--- config.mk ---
export PLATFORM = sky130hd
export DESIGN_NAME = frame_window_reader
export DESIGN_NICKNAME = d
export VERILOG_FILES = /design/src/rtl/fwr_pkg.sv /design/src/rtl/fwr_word_fifo.sv /design/src/rtl/frame_window_reader.sv
export SDC_FILE = /design/constraint.sdc
export NUM_CORES = 1
export LEC_CHECK = 0
export ABC_AREA = 1
export BUFFER_PORTS_ARGS = -buffer_cell sky130_fd_sc_hd__clkbuf_2
export CORE_ASPECT_RATIO = 1.5
export CORE_MARGIN = 5
export CORE_UTILIZATION = 60
export CTS_CLUSTER_DIAMETER = 40
export DETAILED_ROUTE_END_ITERATION = 7
export PLACE_DENSITY = 0.92
export SYNTH_ARGS = -nofsm -noshare
export SYNTH_HDL_FRONTEND = slang
export SYNTH_SLANG_ARGS = --single-unit
--- constraint.sdc ---
create_clock -name clock -period 3.83 [get_ports clock]
set_clock_uncertainty 0.05 [all_clocks]
set_input_delay 0.5745 -clock clock [delete_from_list [all_inputs] [get_ports clock]]
set_output_delay 0.5745 -clock clock [all_outputs]
set_load 0.1 [all_outputs]
--- src/rtl/fwr_pkg.sv ---
`default_nettype none
// +----------------------------------------------------------------------------+
// | fwr_pkg : shared constants and state type for the frame window reader     |
// | Revision: 1.0                                                              |
// +----------------------------------------------------------------------------+
package fwr_pkg;
    localparam int FRAME_WIDTH   = 800;
    localparam int FRAME_HEIGHT  = 600;
    localparam int WORDS_PER_ROW = FRAME_WIDTH / 4;
    localparam int ADDR_W        = 18;

    typedef enum logic [1:0] {
        ST_IDLE  = 2'd0,
        ST_RUN   = 2'd1,
        ST_DRAIN = 2'd2,
        ST_DONE  = 2'd3
    } fwr_state_t;
endpackage
`default_nettype wire

--- src/rtl/fwr_word_fifo.sv ---
`default_nettype none
// +----------------------------------------------------------------------------+
// | fwr_word_fifo : synchronous FIFO holding returned SRAM words (DEPTH >= 2) |
// | Revision: 1.0                                                              |
// +----------------------------------------------------------------------------+
module fwr_word_fifo #(
    parameter int DEPTH = 4,
    parameter int WIDTH = 32
) (
    input  logic             clock,
    input  logic             reset,
    input  logic             push,
    input  logic [WIDTH-1:0] wdata,
    input  logic             pop,
    output logic [WIDTH-1:0] rdata,
    output logic             full,
    output logic             empty
);
    localparam int PW = $clog2(DEPTH);

    logic [WIDTH-1:0] mem [DEPTH];
    logic [PW:0]      wptr;
    logic [PW:0]      rptr;
    logic             do_push;
    logic             do_pop;

    // A push on full is accepted only alongside a pop; a pop on empty is dropped.
    assign do_pop  = pop && !empty;
    assign do_push = push && (!full || do_pop);

    assign empty = (wptr == rptr);
    assign full  = (wptr[PW] != rptr[PW]) && (wptr[PW-1:0] == rptr[PW-1:0]);
    assign rdata = mem[rptr[PW-1:0]];

    always_ff @(posedge clock) begin
        if (do_push) begin
            mem[wptr[PW-1:0]] <= wdata;
        end
    end

    always_ff @(posedge clock) begin
        if (reset) begin
            wptr <= '0;
            rptr <= '0;
        end else begin
            if (do_push) wptr <= wptr + 1'b1;
            if (do_pop)  rptr <= rptr + 1'b1;
        end
    end
endmodule
`default_nettype wire

--- src/rtl/frame_window_reader.sv ---
`default_nettype none
// +----------------------------------------------------------------------------+
// | frame_window_reader : reads a rectangular window of an 8-bit grey frame   |
// | from word SRAM and streams it in raster order. FWR_CLIP_EN clamps the     |
// | window to the frame.                                                       |
// | Revision: 1.0                                                              |
// +----------------------------------------------------------------------------+
module frame_window_reader #(
    parameter int                          FRAME_WIDTH  = fwr_pkg::FRAME_WIDTH,
    parameter int                          FRAME_HEIGHT = fwr_pkg::FRAME_HEIGHT,
    parameter logic [fwr_pkg::ADDR_W-1:0]  BASE_ADDR    = 18'd0,
    parameter int                          FIFO_DEPTH   = 4
) (
    input  logic                       clock,
    input  logic                       reset,
    input  logic                       start,
    output logic                       start_ack,
    output logic                       done,
    input  logic                       done_ack,
    input  logic [9:0]                 win_x,
    input  logic [9:0]                 win_w,
    input  logic [9:0]                 win_y,
    input  logic [9:0]                 win_h,
    output logic [fwr_pkg::ADDR_W-1:0] addr,
    output logic                       addr_valid,
    input  logic                       addr_ready,
    input  logic [31:0]                data,
    input  logic                       data_valid,
    output logic                       data_ready,
    output logic [7:0]                 pixel,
    output logic                       pixel_valid,
    input  logic                       pixel_ready
);
    import fwr_pkg::*;

    localparam int ROW_WORDS = FRAME_WIDTH / 4;
    localparam int CW        = $clog2(FIFO_DEPTH + 1);

    fwr_state_t        state;
    fwr_state_t        state_nxt;
    logic [7:0]        n_cols;
    logic [9:0]        n_rows;
    logic              zero_win;
    logic [ADDR_W-1:0] start_base;
    logic [7:0]        cols_r;
    logic [7:0]        col_idx;
    logic [9:0]        rows_left;
    logic [ADDR_W-1:0] row_base;
    logic [CW-1:0]     credits;
    logic [CW-1:0]     credits_nxt;
    logic [1:0]        byte_idx;
    logic [31:0]       fifo_rdata;
    logic              fifo_full;
    logic              fifo_empty;
    logic              issue;
    logic              pix_fire;
    logic              word_release;
    logic              accept_start;
    logic              addrs_left;
    logic              load_addr;
    logic              unused_bits;

    assign unused_bits = ^{win_x[1:0], win_w[1:0]};

`ifdef FWR_CLIP_EN
    logic [8:0]  col_lim;
    logic [10:0] row_lim;
    assign col_lim = 9'(ROW_WORDS) - {1'b0, win_x[9:2]};
    assign row_lim = 11'(FRAME_HEIGHT) - {1'b0, win_y};
`endif

    always_comb begin
        n_cols = win_w[9:2];
        n_rows = win_h;
`ifdef FWR_CLIP_EN
        if (({1'b0, win_x[9:2]} >= 9'(ROW_WORDS)) || ({1'b0, win_y} >= 11'(FRAME_HEIGHT))) begin
            n_cols = '0;
            n_rows = '0;
        end else begin
            if ({1'b0, win_w[9:2]} > col_lim) n_cols = col_lim[7:0];
            if ({1'b0, win_h} > row_lim)      n_rows = row_lim[9:0];
        end
`endif
    end

    assign zero_win   = (n_cols == '0) || (n_rows == '0);
    assign start_base = BASE_ADDR + ADDR_W'(32'(win_y) * ROW_WORDS) + ADDR_W'(win_x[9:2]);

    assign issue        = addr_valid && addr_ready;
    assign pix_fire     = pixel_valid && pixel_ready;
    assign word_release = pix_fire && (byte_idx == 2'd3);
    assign accept_start = (state == ST_IDLE) && start && !start_ack;
    assign addrs_left   = (rows_left != '0);
    assign credits_nxt  = credits - CW'(issue) + CW'(word_release);
    // Next address may be presented in the same cycle the previous one is taken.
    assign load_addr    = (state == ST_RUN) && addrs_left && (!addr_valid || issue)
                          && (credits_nxt != '0);

    always_ff @(posedge clock) begin
        if (reset) state <= ST_IDLE;
        else       state <= state_nxt;
    end

    always_comb begin
        state_nxt = state;
        case (state)
            ST_IDLE:  if (accept_start) state_nxt = zero_win ? ST_DONE : ST_RUN;
            ST_RUN:   if (issue && !addrs_left) state_nxt = ST_DRAIN;
            ST_DRAIN: if (word_release && (credits_nxt == CW'(FIFO_DEPTH))) state_nxt = ST_DONE;
            ST_DONE:  if (done_ack) state_nxt = ST_IDLE;
            default:  state_nxt = ST_IDLE;
        endcase
    end

    always_ff @(posedge clock) begin
        if (reset) begin
            start_ack  <= 1'b0;
            done       <= 1'b0;
            addr_valid <= 1'b0;
            addr       <= '0;
            credits    <= CW'(FIFO_DEPTH);
            byte_idx   <= 2'd0;
            cols_r     <= '0;
            col_idx    <= '0;
            rows_left  <= '0;
            row_base   <= '0;
        end else begin
            if (accept_start) start_ack <= 1'b1;
            else if (!start)  start_ack <= 1'b0;
            done    <= (state_nxt == ST_DONE);
            credits <= credits_nxt;
            if (pix_fire) byte_idx <= byte_idx + 2'd1;

            if (accept_start) begin
                cols_r    <= n_cols;
                rows_left <= zero_win ? 10'd0 : n_rows;
                col_idx   <= '0;
                row_base  <= start_base;
            end else if (load_addr) begin
                addr_valid <= 1'b1;
                addr       <= row_base + ADDR_W'(col_idx);
                if (col_idx == cols_r - 8'd1) begin
                    col_idx   <= '0;
                    row_base  <= row_base + ADDR_W'(ROW_WORDS);
                    rows_left <= rows_left - 10'd1;
                end else begin
                    col_idx <= col_idx + 8'd1;
                end
            end else if (issue) begin
                addr_valid <= 1'b0;
            end
        end
    end

    fwr_word_fifo #(
        .DEPTH (FIFO_DEPTH),
        .WIDTH (32)
    ) u_fifo (
        .clock (clock),
        .reset (reset),
        .push  (data_valid && data_ready),
        .wdata (data),
        .pop   (word_release),
        .rdata (fifo_rdata),
        .full  (fifo_full),
        .empty (fifo_empty)
    );

    assign data_ready  = !fifo_full;
    assign pixel_valid = !fifo_empty;

    always_comb begin
        pixel = 8'h00;
        if (!fifo_empty) begin
            case (byte_idx)
                2'd0:    pixel = fifo_rdata[7:0];
                2'd1:    pixel = fifo_rdata[15:8];
                2'd2:    pixel = fifo_rdata[23:16];
                default: pixel = fifo_rdata[31:24];
            endcase
        end
    end
endmodule
`default_nettype wire

==> flow_metrics.py, run 1 <==
metrics = {
    "power_and_ir_drop": {
        "total_power_w": 0.006363,
        "pwr_density_cell_nw_per_um2": 505.8,
        "irDropWorstVdd_mv": 0.3438,
        "p_leak_nw": 5.450,
    },
    "min_path": {
        "holdCritStartpoint": "data[30]",
        "min_path_cells": 1,
        "hold_path.class": "in -> reg",
        "holdPathEnd": "u_fifo.mem[1][30]$_DFFE_PP_",
    },
    "placement": {
        "post-place-ws_ns": 0.1317,
        "port_buffers": 105,
        "gp_congestion": 0.9223,
        "place_area_sq_um": 11810,
        "dp_cells": 1578,
        "dp_hpwl_mm": 18.37,
    },
    "grt": {
        "grt_first_pass_wirelength_mm": 42.57,
        "antenna_found_initial": 0,
        "grt_usage_pct": 24.65,
        "grt_max_degree": 53,
        "grt_pass1_vias": 9273,
        "grt_remaining_overflow": 0,
    },
    "sta": {
        "hold_viol": 0,
        "fmax_ghz": 0.2809,
        "fin_crit_sh_pct": 92.97,
        "worst_pin_slew_ns": 1.021,
        "setup_viol": 0,
        "setup_slack_ns": 0.2694,
        "slew_headroom_pct": 31.87,
        "slew_violations": 0,
        "finalCriticalPeriod_ns": 3.561,
    },
    "critical_path": {
        "reg2reg_from": "u_fifo.rptr[2]$_SDFFE_PP0P_",
        "crit_path_max_fanout": 36,
        "setup.worst_path.start_class": "flop",
        "cpMaxStageDelayCell": "clkbuf_2",
        "max_stage_delay_ns": 0.51,
        "cp_data_required_time_ns": 3.21,
        "critPathKind": "reg -> out",
        "crit_chain": "inv_2 -> buf_4 -> nor2_1 -> o221a_2 -> nor3_1 -> clkbuf_2",
        "critPathArrivalTime_ns": 2.94,
        "rr_endpoint": "col_idx[7]$_SDFFE_PP0P_",
        "critPathCaptureType": "output pin",
        "r2r_cells": 19,
        "rrSetupSlack_ns": 0.28,
    },
    "detailed_routing": {
        "via_per_inst": 5.777,
        "postRouteAntennaNets": 0,
        "routed_wl_mm": 26.91,
        "drtIter0Drc": 994,
        "drc": 0,
        "dr.pass1.iters": 5,
        "vias": 9347,
        "wire_per_inst_um": 16.63,
    },
    "die": {
        "ios": 110,
        "core-area_sq_um": 18320,
        "rows": 61,
        "die_w_um": 120.9,
        "start_util_pct": 60.44,
        "die_height_um": 176.4,
        "dieArea_sq_um": 21330,
    },
    "logic_synthesis": {
        "ys_types": 41,
        "ys_async_sr_fraction_pct": 0,
        "synth-seq-cells": 208,
        "ys.flop_type": "edfxtp_1",
        "seq_area_frac_synth_pct": 49.18,
        "yosys_warnings": 0,
        "synth.avg_cell_area_sq_um": 8.630,
        "synth_fp_nets": 1433,
        "syn_area_sq_um": 11070,
        "synth_edf_count": 128,
        "syn-instance-count": 1283,
    },
    "layout": {
        "final_area_sq_um": 12580,
        "nets": 1534,
        "fillerInstances": 1328,
        "diodes": 0,
        "drive_gt1_share_pct": 14.16,
        "syn_to_final_growth_pct": 13.62,
        "layout_commonest_cell": "nand2_1",
        "layout_common_cells": "nand2_1 (244), nor2_1 (150), inv_1 (129)",
        "stdcell_count": 1618,
        "fin_util_pct": 68.67,
    },
    "flow_run": {
        "maxCapViolCount": 0,
    },
    "clock_tree": {
        "cts_root_buf": "clkbuf_16",
        "clockBufferDepth": 3,
        "cts_inserted_buffers": 21,
        "cts-htree-levels": 1,
        "cts_tree": "yes",
        "clkTransAtPathRegs_ns": 0.07,
        "cts_sinks": 208,
        "clk_latency_ns": 0.49,
        "holdBufCountCts": 0,
    },
    "run_status": {
        "status": "finished, final reports clean",
    },
}
==> power breakdown <==
group	leakage [nW]	switching [W]	internal, W
sequential	1.83	0.0000986	0.00254
clock	0.336	0.000844	0.00122
combinational	3.28	0.00119	0.000464
total	5.45	0.00214	0.00423
==> state kept, by name, summed over array words and instances (netlist names), named ones only <==
name / cells
addr_valid: 1
rows_left: 10
state: 2
row_base: 18
credits: 3
col_idx: 8
byte_idx: 2
u_fifo.wptr: 3
addr: 18
u_fifo.rptr: 3
cols_r: 8
done: 1
start_ack: 1
u_fifo.mem: 128
==> final cells by class <==
| cell class | count | area, sq um | area share, % |
|---|---|---|---|
| clock inverter | 14 | 167.7 | 1.333 |
| timing repair buffer | 122 | 678.2 | 5.391 |
| tap | 220 | 275.3 | 2.188 |
| inverter | 136 | 510.5 | 4.058 |
| clock buffer | 23 | 533.0 | 4.237 |
| sequential | 208 | 5446 | 43.30 |
| multi-input combinational | 895 | 4969 | 39.50 |
==> synthesized netlist by cell type, types with 2 or more instances <==
| library cell | number | area [sq um] |
|---|---|---|
| xnor2_1 | 13 | 113.9 |
| o221a_2 | 8 | 90.09 |
| a21oi_1 | 81 | 405.4 |
| a31oi_1 | 3 | 18.77 |
| edfxtp_1 | 128 | 3844 |
| o21ai_0 | 116 | 580.6 |
| nor2_2 | 9 | 56.30 |
| o211ai_1 | 2 | 15.01 |
| clkbuf_1 | 32 | 120.1 |
| nand3_1 | 87 | 435.4 |
| clkinv_1 | 2 | 7.510 |
| fa_1 | 8 | 160.2 |
| buf_6 | 2 | 22.52 |
| ha_1 | 63 | 788.3 |
| inv_1 | 129 | 484.2 |
| nand2_1 | 245 | 919.6 |
| nor2_1 | 154 | 578.1 |
| a211oi_1 | 8 | 60.06 |
| buf_1 | 5 | 18.77 |
| nand3b_1 | 5 | 37.54 |
| nand4_1 | 8 | 50.05 |
| nor3_1 | 22 | 110.1 |
| xor2_1 | 24 | 210.2 |
| or2_2 | 4 | 25.02 |
| dfxtp_1 | 80 | 1602 |
| buf_2 | 6 | 30.03 |
| o22ai_1 | 9 | 56.30 |
| inv_2 | 5 | 18.77 |
| o21a_1 | 2 | 15.01 |
| o21bai_1 | 6 | 45.04 |
| a21oi_2 | 3 | 26.28 |
| nor4_1 | 5 | 31.28 |
==> worst max path at each step <==
stage                                start                   endpoint  slack, ns  depth (start not counted)
3_5_place_dp                      win_y[5]  row_base[15]$_SDFFE_PP0P_       0.13                         19
2_1_floorplan  u_fifo.wptr[1]$_SDFFE_PP0P_                   pixel[0]      -0.23                          5
5_1_grt        u_fifo.wptr[2]$_SDFFE_PP0P_    col_idx[7]$_SDFFE_PP0P_      -0.02                         20
3_3_place_gp                      win_y[5]  row_base[17]$_SDFFE_PP0P_       0.21                         19
6_report                              flop                   pixel[4]       0.27                          6
4_1_cts        u_fifo.rptr[2]$_SDFFE_PP0P_  row_base[14]$_SDFFE_PP0P_       0.17                         20
==> per-stage QoR <==
stage                     setup TNS, ns  hold WS, ns
final                                 0       0.2474
after global routing           -0.02027       0.2439
after CTS                             0       0.2331
after detailed placement              0       0.3888
after global placement                0       0.3910
after floorplan                  -1.846       0.3758
==> cells by family (layout without fill, tap and decap cells) <==
family,count (synthesis),count (layout),share of synthesized area [%]
AND/OR/NAND/NOR,543,544,20.76
adder cells (fa/ha/maj),71,71,8.566
flip-flops,208,208,49.18
buffers and inverters,181,295,6.340
XOR/XNOR,37,37,2.927
AO/OA/AOI/OAI,243,243,12.23
==> worst max-delay path, delay by kind of cell (launching register included) <==
family	cells	cell delay, ns
AND/OR/NAND/NOR	2	0.35
AO/OA/AOI/OAI	1	0.32
flip-flops	1	0.41
buffers and inverters	3	1.33
==> repair_timing <==
action,4_1_cts,5_1_grt
resized for setup,0,2
endpoints found under the setup margin,0,16
hold endpoints to repair,0,0
setup buffers,0,2
==> layer usage <==
metal | GRT usage (%) | wire, um | up-vias
met5 | 0 | 0 | -
met4 | 12.71 | 1349 | 0
met3 | 3.526 | 1941 | 105
met2 | 46.69 | 14290 | 428
met1 | 26.00 | 9333 | 4282
li1 | - | - | 4532
(Power assumes the default switching activity.)
==> run 2: changes to the inputs <==
- CORE_ASPECT_RATIO: 1.5 -> 1.1
==> run 2 against run 1 <==
Net effect: highest routed layer unchanged; critical endpoint is now col_idx[7]$_SDFFE_PP0P_; first-iteration DRC count grew 7.7%; global-route usage rose by 1.0 points; count of clock-buffer cells in the layout increased by 7; via count grew 4.0%; die area decreased by 0.25%; register-to-register slack lost 0.07 ns.
==> flow_metrics.py, run 2 (same netlist as run 1, synthesis figures left out) <==
metrics = {
    "layout": {
        "syn_to_final_growth_pct": 15.84,
        "largest_reg_flops": 128,
        "layout_common_cells": "nand2_1 (242), nor2_1 (148), inv_1 (129)",
        "layout_commonest_cell": "nand2_1",
        "fillerInstances": 1259,
        "diodes": 0,
        "fin_util_pct": 70.15,
        "drive_gt1_share_pct": 15.74,
        "nets": 1541,
    },
    "critical_path": {
        "critPathArrivalTime_ns": 3.98,
        "cpMaxStageDelayCell": "fa_1",
        "max_stage_delay_ns": 0.41,
        "critPathKind": "reg -> reg",
        "cp_top_family": "simple AND/OR/NAND/NOR gates",
        "setup.worst_path.start_class": "flop",
        "crit_chain": "xor2_2 -> inv_1 -> nand2_2 -> nand2_2 -> nor2_2 -> inv_1 -> ha_1 -> inv_1 -> ha_1 -> fa_1 -> xnor2_1 -> nand2_1 -> nand3_1 -> nand3_2 -> inv_2 -> buf_12 -> nand2_2 -> nor3_4 -> nand2_1 -> nand2_1 -> a21oi_1",
        "cp_num_buf_inv": 5,
        "crit_path_max_fanout": 36,
        "critPathCaptureType": "flop",
        "cp_data_required_time_ns": 4.18,
    },
    "sta": {
        "slew_headroom_pct": 38.82,
        "slew_violations": 0,
        "finalCriticalPeriod_ns": 3.624,
        "grt_setup_unrepaired": "false",
        "fin_crit_sh_pct": 94.62,
        "worst_pin_slew_ns": 0.9166,
        "fin_hold_ws_ns": 0.2156,
        "fmax_ghz": 0.2760,
        "setup_viol": 0,
        "hold_viol": 0,
    },
    "detailed_routing": {
        "postRouteAntennaNets": 0,
        "dr.pass1.iters": 6,
        "wire_per_inst_um": 17.45,
        "vias": 9724,
        "routed_wl_mm": 28.85,
        "drtIter0Drc": 1071,
        "drc": 0,
        "via_per_inst": 5.883,
    },
    "die": {
        "start_util_pct": 60.56,
        "ios": 110,
        "dieArea_sq_um": 21270,
        "die_height_um": 152.5,
        "die_w_um": 139.5,
        "rows": 52,
        "core-area_sq_um": 18280,
    },
    "grt": {
        "grt_pass1_vias": 9602,
        "grt_max_degree": 65,
        "grt_first_pass_wirelength_mm": 45.35,
        "grt_usage_pct": 25.67,
        "antenna_found_initial": 0,
        "grt_remaining_overflow": 0,
    },
    "placement": {
        "port_buffers": 105,
        "dp_hpwl_mm": 19.13,
        "gp_congestion": 0.8823,
    },
    "power_and_ir_drop": {
        "p_leak_nw": 5.561,
        "pwr_density_cell_nw_per_um2": 525.1,
        "total_power_w": 0.006736,
        "p_clk_share_pct": 35.5,
        "switching_share_pct": 34.32,
        "irDropWorstVdd_mv": 0.3652,
        "seqPwrFrac_pct": 39.3,
        "comb_power_share_pct": 25.2,
        "switchingPower_w": 0.002312,
        "intPower_w": 0.004424,
    },
    "clock_tree": {
        "cts_root_buf": "clkbuf_16",
        "cts_inserted_buffers": 26,
        "cts-htree-levels": 1,
        "cts_sinks": 208,
        "clockBufferDepth": 3,
        "holdBufCountCts": 0,
        "clk_latency_ns": 0.53,
        "cts_tree": "yes",
        "clkTransAtPathRegs_ns": 0.06,
    },
    "min_path": {
        "hold_path.class": "in -> reg",
    },
    "flow_run": {
        "maxCapViolCount": 0,
    },
    "run_status": {
        "status": "finished, final reports clean",
    },
}
-- run 2: cell types whose count changed in the layout (fill, tap and decap cells not counted), moves of 2 or more --
cell,change
clkbuf_8,+2
nor2_2,+3
nor2_1,-2
nand2_1,-2
clkbuf_16,+6
nand2_2,+2
dfxtp_1,-5
bufinv_16,-2
dfxtp_2,+5
-- run 2: cell type report --
cell class,instances,area (sq um),area share [%]
multi-input combinational,895,4992,38.92
sequential,208,5453,42.51
clock buffer,30,706.9,5.512
clock inverter,17,153.9,1.200
inverter,136,510.5,3.980
timing repair buffer,124,705.7,5.502
tap,243,304.0,2.370
-- run 2: worst paths after layout --
| kind | to | slack [ns] | start | cells past startpoint |
|---|---|---|---|---|
| worst max-delay path | col_idx[7]$_SDFFE_PP0P_ | 0.21 | u_fifo.wptr[2]$_SDFFE_PP0P_ | 21 |
| worst min-delay path | u_fifo.mem[2][21]$_DFFE_PP_ | 0.22 | data[21] | 1 |
| worst max register to register | col_idx[7]$_SDFFE_PP0P_ | 0.21 | u_fifo.wptr[2]$_SDFFE_PP0P_ | 21 |
| worst min register to register | u_fifo.wptr[2]$_SDFFE_PP0P_ | 0.43 | u_fifo.wptr[2]$_SDFFE_PP0P_ | 1 |
-- run 2: worst reg2reg max path, stage by stage (launching register included) --
cell and delay, ns:
dfxtp_2 0.36, xor2_2 0.18, inv_1 0.10, nand2_2 0.11, nand2_2 0.11, nor2_2 0.11
inv_1 0.11, ha_1 0.29, inv_1 0.04, ha_1 0.18, fa_1 0.41, xnor2_1 0.16
nand2_1 0.11, nand3_1 0.14, nand3_2 0.12, inv_2 0.13, buf_12 0.19, nand2_2 0.12
nor3_4 0.25, nand2_1 0.10, nand2_1 0.08, a21oi_1 0.06
-- run 2: layer usage --
metal / GRT usage [%] / vias to the layer above / wire length, um
li1: - / 4566 / -
met2: 44.61 / 574 / 14210
met1: 31.10 / 4484 / 10840
met5: 0 / - / 0
met3: 5.053 / 100 / 2851
met4: 10.90 / 0 / 947
-- run 2: timing repair --
item                                    in CTS  in global routing
resized for setup                            1                 12
cloned                                       0                  1
endpoints found under the setup margin       1                 31
pin swaps                                    0                  2
buffers inserted                             0                  3
-- run 2: per-stage QoR --
stage	worst slack [ns]	setup TNS [ns]	cells	cell area (sq um)
floorplan	-0.2307	-1.846	1283	11070
CTS	0.01776	0	1649	12750
global placement	0.1812	0	1602	11890
global route	0.009014	0	1653	12830
finish	0.2062	0	1653	12830
detailed placement	0.08359	0	1602	11890
-- run 2: power by group through the flow --
stage / registers, W / clock network (W) / logic, W
finish: 0.00265 / 0.00239 / 0.00170
global route: 0.00266 / 0.00251 / 0.00186
CTS: 0.00264 / 0.00240 / 0.00167
detailed placement: 0.00268 / 0 / 0.00165
global placement: 0.00268 / 0 / 0.00160
floorplan: 0.00292 / 0 / 0.00102
